### config.mk
export PLATFORM = sky130hd
export DESIGN_NAME = muldiv_issue_ctrl
export DESIGN_NICKNAME = d
export VERILOG_FILES = /design/src/rtl/muldiv_issue_ctrl.sv
export SDC_FILE = /design/constraint.sdc
export NUM_CORES = 1
export LEC_CHECK = 0
export ABC_AREA = 0
export CORE_UTILIZATION = 46
export DETAILED_ROUTE_END_ITERATION = 7
export PLACE_DENSITY = 0.95
export SETUP_SLACK_MARGIN = 0.02
export SLEW_MARGIN = 10
export SYNTH_ARGS = -nofsm -noshare
export SYNTH_HDL_FRONTEND = slang
export SYNTH_SLANG_ARGS = --single-unit
### constraint.sdc
create_clock -name clk -period 6.1 [get_ports clk]
set_clock_uncertainty 0.2 [all_clocks]
set_input_delay 1.83 -clock clk [delete_from_list [all_inputs] [get_ports clk]]
set_output_delay 1.83 -clock clk [all_outputs]
set_load 0.005 [all_outputs]
### src/rtl/muldiv_issue_ctrl.sv
// -----------------------------------------------------------------------------
// muldiv_issue_ctrl
//
// Issue and hazard controller between the execute stage and the shared
// multiplier/divider unit. One HI/LO-class operation is accepted per cycle
// over a valid/ready handshake and turned into single-cycle start pulses for
// the unit. New operations are held off while a divide is in flight. MFHI and
// MFLO results come back on a registered read port. MTHI/MTLO values are kept
// here as override registers because the unit has no HI/LO write path.
//
// State table
//   state      | meaning
//   -----------+-------------------------------------------------------------
//   S_IDLE     | no divide in flight, div_cnt == 0, operations accepted
//   S_DIV_BUSY | divide in flight, div_cnt counting down, op_ready held low
//
// Ports
//   clk            in   clock
//   rst            in   synchronous reset, active high
//   op_valid       in   operation offered
//   op_ready       out  operation accepted this cycle when op_valid && op_ready
//   op_code        in   0 MULT, 1 MULTU, 2 DIV, 3 DIVU, 4 MFHI, 5 MFLO,
//                       6 MTHI, 7 MTLO, 8-15 reserved (accepted, no effect)
//   op_a, op_b     in   rs / rt operands
//   md_a, md_b     out  operands to the unit (combinational pass-through)
//   md_enable_mult out  one-cycle multiply start
//   md_enable_div  out  one-cycle divide start
//   md_signed_mult out  signed multiply select
//   md_signed_div  out  signed divide select
//   md_hi, md_lo   in   unit HI / LO
//   rd_valid       out  one-cycle pulse, rd_data carries an MFHI/MFLO result
//   rd_data        out  read result, holds its value between pulses
//   busy           out  divide in flight
// -----------------------------------------------------------------------------
module muldiv_issue_ctrl #(
   parameter int unsigned DIV_LATENCY = 11
) (
   input  logic        clk,
   input  logic        rst,
   input  logic        op_valid,
   output logic        op_ready,
   input  logic [3:0]  op_code,
   input  logic [31:0] op_a,
   input  logic [31:0] op_b,
   output logic [31:0] md_a,
   output logic [31:0] md_b,
   output logic        md_enable_mult,
   output logic        md_enable_div,
   output logic        md_signed_mult,
   output logic        md_signed_div,
   input  logic [31:0] md_hi,
   input  logic [31:0] md_lo,
   output logic        rd_valid,
   output logic [31:0] rd_data,
   output logic        busy
);

   localparam logic [3:0] OP_MULT  = 4'd0;
   localparam logic [3:0] OP_MULTU = 4'd1;
   localparam logic [3:0] OP_DIV   = 4'd2;
   localparam logic [3:0] OP_DIVU  = 4'd3;
   localparam logic [3:0] OP_MFHI  = 4'd4;
   localparam logic [3:0] OP_MFLO  = 4'd5;
   localparam logic [3:0] OP_MTHI  = 4'd6;
   localparam logic [3:0] OP_MTLO  = 4'd7;

   localparam logic [3:0] DIV_LOAD = 4'(DIV_LATENCY);

   typedef enum logic {
      S_IDLE,
      S_DIV_BUSY
   } state_t;

   state_t      state;
   state_t      state_next;
   logic [3:0]  div_cnt;
   logic [3:0]  div_cnt_next;

   logic        acc;
   logic        acc_mult;
   logic        acc_div;
   logic        acc_mfhi;
   logic        acc_mflo;
   logic        acc_mthi;
   logic        acc_mtlo;

   logic [31:0] hi_ovr;
   logic [31:0] lo_ovr;
   logic        hi_ov_v;
   logic        lo_ov_v;
   logic [31:0] hi_sel;
   logic [31:0] lo_sel;

   // ---------------------------------------------------------------------------
   // Handshake and decode
   // ---------------------------------------------------------------------------
   assign busy     = (div_cnt != 4'd0);
   assign op_ready = !busy;
   assign acc      = op_valid && op_ready;

   always_comb begin
      acc_mult = 1'b0;
      acc_div  = 1'b0;
      acc_mfhi = 1'b0;
      acc_mflo = 1'b0;
      acc_mthi = 1'b0;
      acc_mtlo = 1'b0;
      if (acc) begin
         unique case (op_code)
            OP_MULT, OP_MULTU: acc_mult = 1'b1;
            OP_DIV,  OP_DIVU:  acc_div  = 1'b1;
            OP_MFHI:           acc_mfhi = 1'b1;
            OP_MFLO:           acc_mflo = 1'b1;
            OP_MTHI:           acc_mthi = 1'b1;
            OP_MTLO:           acc_mtlo = 1'b1;
            default:           ;
         endcase
      end
   end

   // ---------------------------------------------------------------------------
   // Unit interface
   // ---------------------------------------------------------------------------
   assign md_a           = op_a;
   assign md_b           = op_b;
   assign md_enable_mult = acc_mult;
   assign md_enable_div  = acc_div;
   assign md_signed_mult = (op_code == OP_MULT);
   assign md_signed_div  = (op_code == OP_DIV);

   // ---------------------------------------------------------------------------
   // Divide-in-flight FSM
   // ---------------------------------------------------------------------------
   always_ff @(posedge clk) begin
      if (rst) begin
         state   <= S_IDLE;
         div_cnt <= 4'd0;
      end else begin
         state   <= state_next;
         div_cnt <= div_cnt_next;
      end
   end

   always_comb begin
      state_next   = state;
      div_cnt_next = div_cnt;
      unique case (state)
         S_IDLE: begin
            // A divide can only be accepted here because op_ready is low
            // throughout S_DIV_BUSY.
            if (acc_div && (DIV_LOAD != 4'd0)) begin
               div_cnt_next = DIV_LOAD;
               state_next   = S_DIV_BUSY;
            end
         end
         S_DIV_BUSY: begin
            div_cnt_next = div_cnt - 4'd1;
            if (div_cnt <= 4'd1) begin
               div_cnt_next = 4'd0;
               state_next   = S_IDLE;
            end
         end
         default: begin
            div_cnt_next = 4'd0;
            state_next   = S_IDLE;
         end
      endcase
   end

   // ---------------------------------------------------------------------------
   // MTHI/MTLO overrides. Any new multiply or divide will rewrite HI/LO in the
   // unit, so it invalidates both overrides.
   // ---------------------------------------------------------------------------
   always_ff @(posedge clk) begin
      if (rst) begin
         hi_ovr  <= 32'd0;
         lo_ovr  <= 32'd0;
         hi_ov_v <= 1'b0;
         lo_ov_v <= 1'b0;
      end else if (acc_mult || acc_div) begin
         hi_ov_v <= 1'b0;
         lo_ov_v <= 1'b0;
      end else begin
         if (acc_mthi) begin
            hi_ovr  <= op_a;
            hi_ov_v <= 1'b1;
         end
         if (acc_mtlo) begin
            lo_ovr  <= op_a;
            lo_ov_v <= 1'b1;
         end
      end
   end

   assign hi_sel = hi_ov_v ? hi_ovr : md_hi;
   assign lo_sel = lo_ov_v ? lo_ovr : md_lo;

   // ---------------------------------------------------------------------------
   // Registered read port
   // ---------------------------------------------------------------------------
   always_ff @(posedge clk) begin
      if (rst) begin
         rd_valid <= 1'b0;
         rd_data  <= 32'd0;
      end else begin
         rd_valid <= acc_mfhi || acc_mflo;
         if (acc_mfhi) begin
            rd_data <= hi_sel;
         end else if (acc_mflo) begin
            rd_data <= lo_sel;
         end
      end
   end

endmodule

==> results.txt, run 1 <==
----------------------------------------------------
[STA]
  Least-Margin Pin Slew ... approximately 1100 ps
  Total negative slack ... 0 ps
  Max Clk Rate ... 0.181 GHz
  Worst setup slack after layout ... between 500 and 600 ps
  Count of final hold-check violations ... 0
  Final-report max-slew violation count ... 0
  Part of the cycle the worst path needs ... between 90% and 100%
  Final worst path period need ... 5510 ps
  Slew Limit Headroom ... about a quarter
  Total of endpoints with negative setup slack in the final report ... 0
  Worst hold slack after final layout ... 275 ps
  Unrepaired setup endpoints after global routing ... no

[Layout]
  Antenna diode count ... 0
  Final #Nets ... 800
  Layout cells sized above 1 ... around 5%
  Area taken by multi-input logic gates ... between 2000 and 3000 µm²
  Area growth, synth to finish ... 29.5%
  Commonest non-fill, non-tap cells in the layout ... 171 x clkdlybuf4s50_1, 102 x dfxtp_1, 96 x mux2i_1
  Register cell area after layout ... 2080 µm²
  Most common cell after layout, fill and taps aside ... clkdlybuf4s50_1
  Filler instances ... approximately 900

[Clock tree]
  Library cell used as clock root buffer ... clkbuf_16
  Hold buffers post-CTS ... 0
  H-tree lvl count ... 3
  Maximum root-to-sink buffer count ... 2
  Clock Latency Late Sink ... approximately 330 ps
  Total clock sinks ... 104
  Total clock buffers created by CTS ... 9
  CTS tree ... done
  Post-cts repair resize count ... 0
  # Post-CTS Setup Buffers ... 0
  Clock-pin slew reported for the worst setup and hold paths after clock tree synthesis ... approximately 70 ps

[Floorplanning]
  Site Rows ... 38
  CORE AREA ... around 11000 µm²
  Top Ports ... roughly 240
  Vert. Die Dim ... 110 µm
  Die width ... between 100 and 150 µm
  Die area ... approximately 12000 µm²
  Starting density of the core ... 48.2%

[Synthesis]
  Sequential cell area fraction in the yosys report ... 39.0%
  Number of nets produced by synthesis ... 730
  Post-Syn Area ... ~5300 µm²
  Yosys warns ... 0
  Count of cell types in the netlist ... 32
  Avg Inst Size Synth ... 9.01 µm²
  Cell count after synthesis ... a little under 600
  Flop and latch count out of synthesis ... 104

[Setup path]
  Maximum fanout count along the critical path ... 11
  Arrival time at the worst endpoint ... approximately 3500 ps
  Data required time at the worst endpoint ... slightly above 4000 ps
  Reg-to-reg slack, setup ... 2740 ps
  Reg2reg start ... div_cnt[0]$_SDFFE_PP0P_
  Worst R2R End ... rd_data[2]$_SDFFE_PP0P_
  Critical Path Start ... op_code[1]
  Element type at the critical path end ... primary output
  FF-to-FF path depth ... 7
  Startpoint class of the critical path ... input pin
  Critical path type ... input pin to primary output

[Worst hold path]
  Type of the most critical hold path ... flop to flop
  Beginning of the worst hold path ... hi_ovr[23]$_SDFFE_PP0P_
  Worst Hold Path EP ... hi_ovr[23]$_SDFFE_PP0P_
  Worst Hold Path Cells ... 2

[Pwr]
  Leakage ... 2.35 nW
  Cell area power density ... between 200 and 250 nW/µm²
  Total Power ... around 1.5 mW
  VDD IR-drop max ... approximately 0.12 mV

[Route]
  Ratio of routed vias to standard cells ... approximately 6
  Overall routed net length ... 15.3 mm
  Number of remaining DRC errors ... 0
  Routed length per placed instance ... approximately 19 µm
  Drt first pass iters ... 5
  Number of vias after detailed routing ... roughly 4900
  Post-DRT Antenna Nets ... 0
  Number of violations reported at the end of detailed-routing iteration 0 ... around 320

[Global routing]
  GRT Total Usage ... between 20% and 30%
  Antenna violations before repair ... 0
  Number of global-route vias before repair ... 4847
  Wire length of the first global-routing pass ... between 20 and 25 mm
  Overall overflow remaining after global route ... 0
  Largest net degree at the start of global routing ... 72

[Placement]
  RD Place Congestion ... ~0.82
  Number of buffers added on ports ... 173
  Half-perimeter wire length after detailed placement ... around 11 mm
  Placement-stage worst setup slack ... 618 ps

[Run]
  Max capacitance violation total ... 0

[Outcome]
  Outcome ... complete, no violations

----------------------------------------------------
synth_stat cells (all sizes together):
master,instances,area share [%]
a211oi,1,0.14
a21oi,69,6.5
a22o,32,5.2
a311oi,1,0.16
a31oi,3,0.35
and2,1,0.12
and3,1,0.12
and4b,2,0.37
buf,94,12
clkbuf,29,2.0
dfxtp,104,39
ha,2,0.47
inv,4,0.28
mux2i,96,18
nand2,2,0.14
nand2b,2,0.23
nand3,64,6.0
nand4b,2,0.33
nand4bb,2,0.42
nor2,4,0.28
nor2b,2,0.23
nor4,2,0.23
nor4b,2,0.33
nor4bb,2,0.37
o211ai,2,0.28
o21ai,65,6.1
o21bai,1,0.14
or2,1,0.12
or3,1,0.12
kinds of logic after synthesis:
kind of cell	synth area share, %
AO/OA/AOI/OAI	18.9
adder cells (fa/ha/maj)	0.469
buffers and inverters	14.2
flip-flops	39.0
multiplexers	18.0
AND/OR/NAND/NOR	9.42
registers in the layout, summed over array words and instances (netlist names):
register and flops:
rd_valid 1, state 1, hi_ovr 32, hi_ov_v 1, lo_ov_v 1, lo_ovr 32
rd_data 32, div_cnt 4
worst max path at each step:
stage,endpoint,depth (start not counted)
floorplan,md_signed_div,3
global placement,md_enable_mult,3
detailed placement,md_enable_mult,3
CTS,md_enable_mult,3
global route,md_enable_div,4
finish,md_enable_mult,3
per-layer routing:
metal  track usage [%]  up-vias  part of all wire [%]
met5                 0        -                     0
met4              9.71        0                   1.9
met3              4.21       36                   6.8
met2              45.8      263                    52
met1              29.1     2370                    40
li1                  -     2215                     -
final cells by class:
class | instances | share of cell area (%)
Clock buffer | 10 | 3.46
Clock inverter | 5 | 0.923
Inverter | 4 | 0.217
Multi-Input combinational cell | 362 | 36.8
Sequential cell | 104 | 30.1
Tap cell | 140 | 2.53
Timing Repair Buffer | 182 | 25.9
power breakdown:
| part | internal, mW | switching, mW |
|---|---|---|
| clock | 0.331 | 0.254 |
| combinational | 0.130 | 0.112 |
| sequential | 0.690 | 0.0117 |
per-stage QoR:
stage	std cells	cell area (µm²)	util [%]
2_1_floorplan	593	5340	-
3_3_place_gp	792	6610	59.7
3_5_place_dp	792	6610	59.7
4_1_cts	807	6910	62.4
5_1_grt	807	6910	62.4
6_report	807	6910	62.4
worst max-delay path, cell delays in order:
cell             delay [ps]
clkdlybuf4s50_1         590
nor4_1                  440
clkdlybuf4s50_1         620
Power figures use the tool's default switching activity.
==> run 2, diff against run 1 <==
--- a/config.mk
+++ b/config.mk
@@ -7,8 +7,10 @@
 export LEC_CHECK = 0
 export ABC_AREA = 0
 export CORE_UTILIZATION = 46
+export CTS_CLUSTER_SIZE = 28
 export DETAILED_ROUTE_END_ITERATION = 7
 export PLACE_DENSITY = 0.95
+export RECOVER_POWER = 25
 export SETUP_SLACK_MARGIN = 0.02
 export SLEW_MARGIN = 10
 export SYNTH_ARGS = -nofsm -noshare
==> run 2 against run 1 <==
  * The flow now finishes with violations (capacitance limit, slew limit)
  * Critical path depth did not move
  * Routed wire length fell by 0.16%
  * Worst setup slack got worse by 5.8 ps
  * Critical path type unchanged
  * Critical endpoint unchanged
  * Largest cell class unchanged
==> results.txt, run 2 (same netlist as run 1, synthesis figures left out) <==
----------------------------------------------------
[Floorplanning]
  Site Rows ... 38 (unchanged)
  Die area ... 12000 µm² (unchanged)
  CORE AREA ... 11100 µm² (unchanged)
  Die width ... 110 µm (unchanged)
  Starting density of the core ... 48.2% (unchanged)
  Vert. Die Dim ... 110 µm (unchanged)
  Top Ports ... 238 (unchanged)

[Pwr]
  Clock power frac ... 38.3% (about the same)
  Portion of total power attributed to sequential cells ... 46.0% (about the same)
  Leakage ... 2.45 nW (+4.6%)
  Cell area power density ... 221 nW/µm² (about the same)
  Switching power ... 0.377 mW (about the same)
  Design internal power ... 1.15 mW (-0.19%)
  Combinational power share ... 15.7% (about the same)
  Switching fraction of total power ... 24.7% (about the same)
  VDD IR-drop max ... 0.122 mV (-0.41%)

[Global routing]
  Overall overflow remaining after global route ... 0 (unchanged)
  Number of global-route vias before repair ... 4847 (unchanged)
  Largest net degree at the start of global routing ... 72 (unchanged)
  Antenna violations before repair ... 0 (unchanged)
  GRT Total Usage ... 25.1% (unchanged)
  Wire length of the first global-routing pass ... 23.6 mm (unchanged)

[Route]
  Routed length per placed instance ... 19.0 µm (-0.16%)
  Number of violations reported at the end of detailed-routing iteration 0 ... 301 (-6.2%)
  Ratio of routed vias to standard cells ... 6.01 (-0.74%)
  Number of vias after detailed routing ... 4848 (-0.74%)
  Overall routed net length ... 15.3 mm (-0.16%)
  Drt first pass iters ... 5 (unchanged)
  Post-DRT Antenna Nets ... 0 (unchanged)
  Number of remaining DRC errors ... 0 (unchanged)

[Clock tree]
  Clock Latency Late Sink ... 330 ps (about the same)
  Clock-pin slew reported for the worst setup and hold paths after clock tree synthesis ... 70 ps (about the same)
  # Post-CTS Setup Buffers ... 0 (unchanged)
  Total clock buffers created by CTS ... 9 (unchanged)
  CTS tree ... done
  Total clock sinks ... 104 (unchanged)
  H-tree lvl count ... 3 (unchanged)
  Post-cts repair resize count ... 0 (unchanged)
  Maximum root-to-sink buffer count ... 2 (unchanged)
  Hold buffers post-CTS ... 0 (unchanged)
  Library cell used as clock root buffer ... clkbuf_16

[Layout]
  Layout cells sized above 1 ... 4.65% (-0.30 points)
  Largest registers ... hi_ovr (32), lo_ovr (32), rd_data (32)
  Antenna diode count ... 0 (unchanged)
  Area growth, synth to finish ... 29.4% (about the same)
  Final #Nets ... 800 (unchanged)
  Commonest non-fill, non-tap cells in the layout ... 138 x clkdlybuf4s50_1, 102 x dfxtp_1, 96 x mux2i_1
  Area taken by multi-input logic gates ... 2550 µm² (unchanged)
  Most common cell after layout, fill and taps aside ... clkdlybuf4s50_1
  Filler instances ... 900 (+0.11%)
  Register cell area after layout ... 2080 µm² (unchanged)

[Setup path]
  Element type at the critical path end ... primary output
  Slowest cell on the critical path ... clkdlybuf4s50_1
  Largest stage delay, worst path ... 620 ps (about the same)
  Arrival time at the worst endpoint ... 3490 ps (about the same)
  Cell with the most instances on the worst path ... clkdlybuf4s50_1
  Ordered list of cells on the worst path ... clkdlybuf4s50_1 > nor4_1 > clkdlybuf4s50_1
  Startpoint class of the critical path ... input pin
  Critical path type ... input pin to primary output
  Data required time at the worst endpoint ... 4070 ps (about the same)
  Maximum fanout count along the critical path ... 11 (unchanged)

[STA]
  Count of final hold-check violations ... 0 (unchanged)
  Least-Margin Pin Slew ... 1910 ps (+779 ps)
  Part of the cycle the worst path needs ... 90.4% (+0.095 points)
  Worst setup slack after layout ... 585 ps (-5.77 ps)
  Max Clk Rate ... 0.181 GHz (-0.10%)
  Final-report max-slew violation count ... 43 (+43)
  Final worst path period need ... 5520 ps (+5.77 ps)
  Slew Limit Headroom ... -27.6% (-52 points)
  Total of endpoints with negative setup slack in the final report ... 0 (unchanged)
  Unrepaired setup endpoints after global routing ... no
  Total negative slack ... 0 ps (unchanged)

[Placement]
  Placement-stage worst setup slack ... 618 ps (unchanged)
  Number of buffers added on ports ... 173 (unchanged)
  RD Place Congestion ... 0.817 (unchanged)
  Half-perimeter wire length after detailed placement ... 10.5 mm (unchanged)

[Outcome]
  Violations in the final reports ... capacitance limit, slew limit
  Outcome ... complete, but fails checks

[Run]
  Max capacitance violation total ... 1 (+1)

[Worst hold path]
  Type of the most critical hold path ... flop to flop

----------------------------------------------------
==> run 2: cell count changes in the layout (fill, tap and decap cells not counted), sizes merged <==
cell and delta:
buf -2, clkbuf +2, clkdlybuf4s50 -33, dlygate4sd3 +33
==> run 2: worst max-delay path: cells and delay by family <==
kind	cells	cell delay [ps]
buffers and inverters	2	1210
AND/OR/NAND/NOR	1	440
==> run 2: power by group through the flow <==
stage	clock (mW)	combinational [mW]	sequential [mW]
2_1_floorplan	0	0.138	0.712
3_3_place_gp	0	0.228	0.717
3_5_place_dp	0	0.239	0.718
4_1_cts	0.591	0.240	0.702
5_1_grt	0.619	0.256	0.703
6_report	0.585	0.239	0.702
==> run 2: routing by layer <==
metal | track usage [%] | up-vias | part of all wire, % | wire, µm
li1 | - | 2216 | - | -
met2 | 45.8 | 261 | 51 | 7880
met3 | 4.21 | 42 | 7.1 | 1080
met1 | 29.1 | 2329 | 39 | 5970
met5 | 0 | - | 0 | 0
met4 | 9.71 | 0 | 2.4 | 368
==> run 2: path summary, 6_finish.rpt <==
| check | end | slack (ps) | depth (start not counted) | startpoint |
|---|---|---|---|---|
| min | lo_ovr[31]$_SDFFE_PP0P_ | 280 | 2 | lo_ovr[31]$_SDFFE_PP0P_ |
| min reg2reg | lo_ovr[31]$_SDFFE_PP0P_ | 280 | 2 | lo_ovr[31]$_SDFFE_PP0P_ |
| max reg2reg | rd_data[2]$_SDFFE_PP0P_ | 2740 | 7 | div_cnt[0]$_SDFFE_PP0P_ |
| max | md_enable_mult | 580 | 3 | op_code[1] |
==> run 2: area by class of cell <==
| class | count | area share, % |
|---|---|---|
| multi-input combinational | 362 | 36.9 |
| sequential | 104 | 30.2 |
| timing repair buffer | 182 | 25.8 |
| clock buffer | 10 | 3.46 |
| tap | 140 | 2.54 |
| clock inverter | 5 | 0.924 |
| inverter | 4 | 0.217 |
==> run 2: metrics by stage <==
stage | total power [mW] | instances | utilization [%] | area (µm²) | hold WS (ps)
2_1_floorplan | 0.850 | 593 | - | 5340 | 249
3_3_place_gp | 0.945 | 792 | 59.7 | 6610 | 257
3_5_place_dp | 0.957 | 792 | 59.7 | 6610 | 263
4_1_cts | 1.53 | 807 | 62.4 | 6910 | 275
5_1_grt | 1.58 | 807 | 62.4 | 6910 | 286
6_report | 1.53 | 807 | 62.4 | 6910 | 277
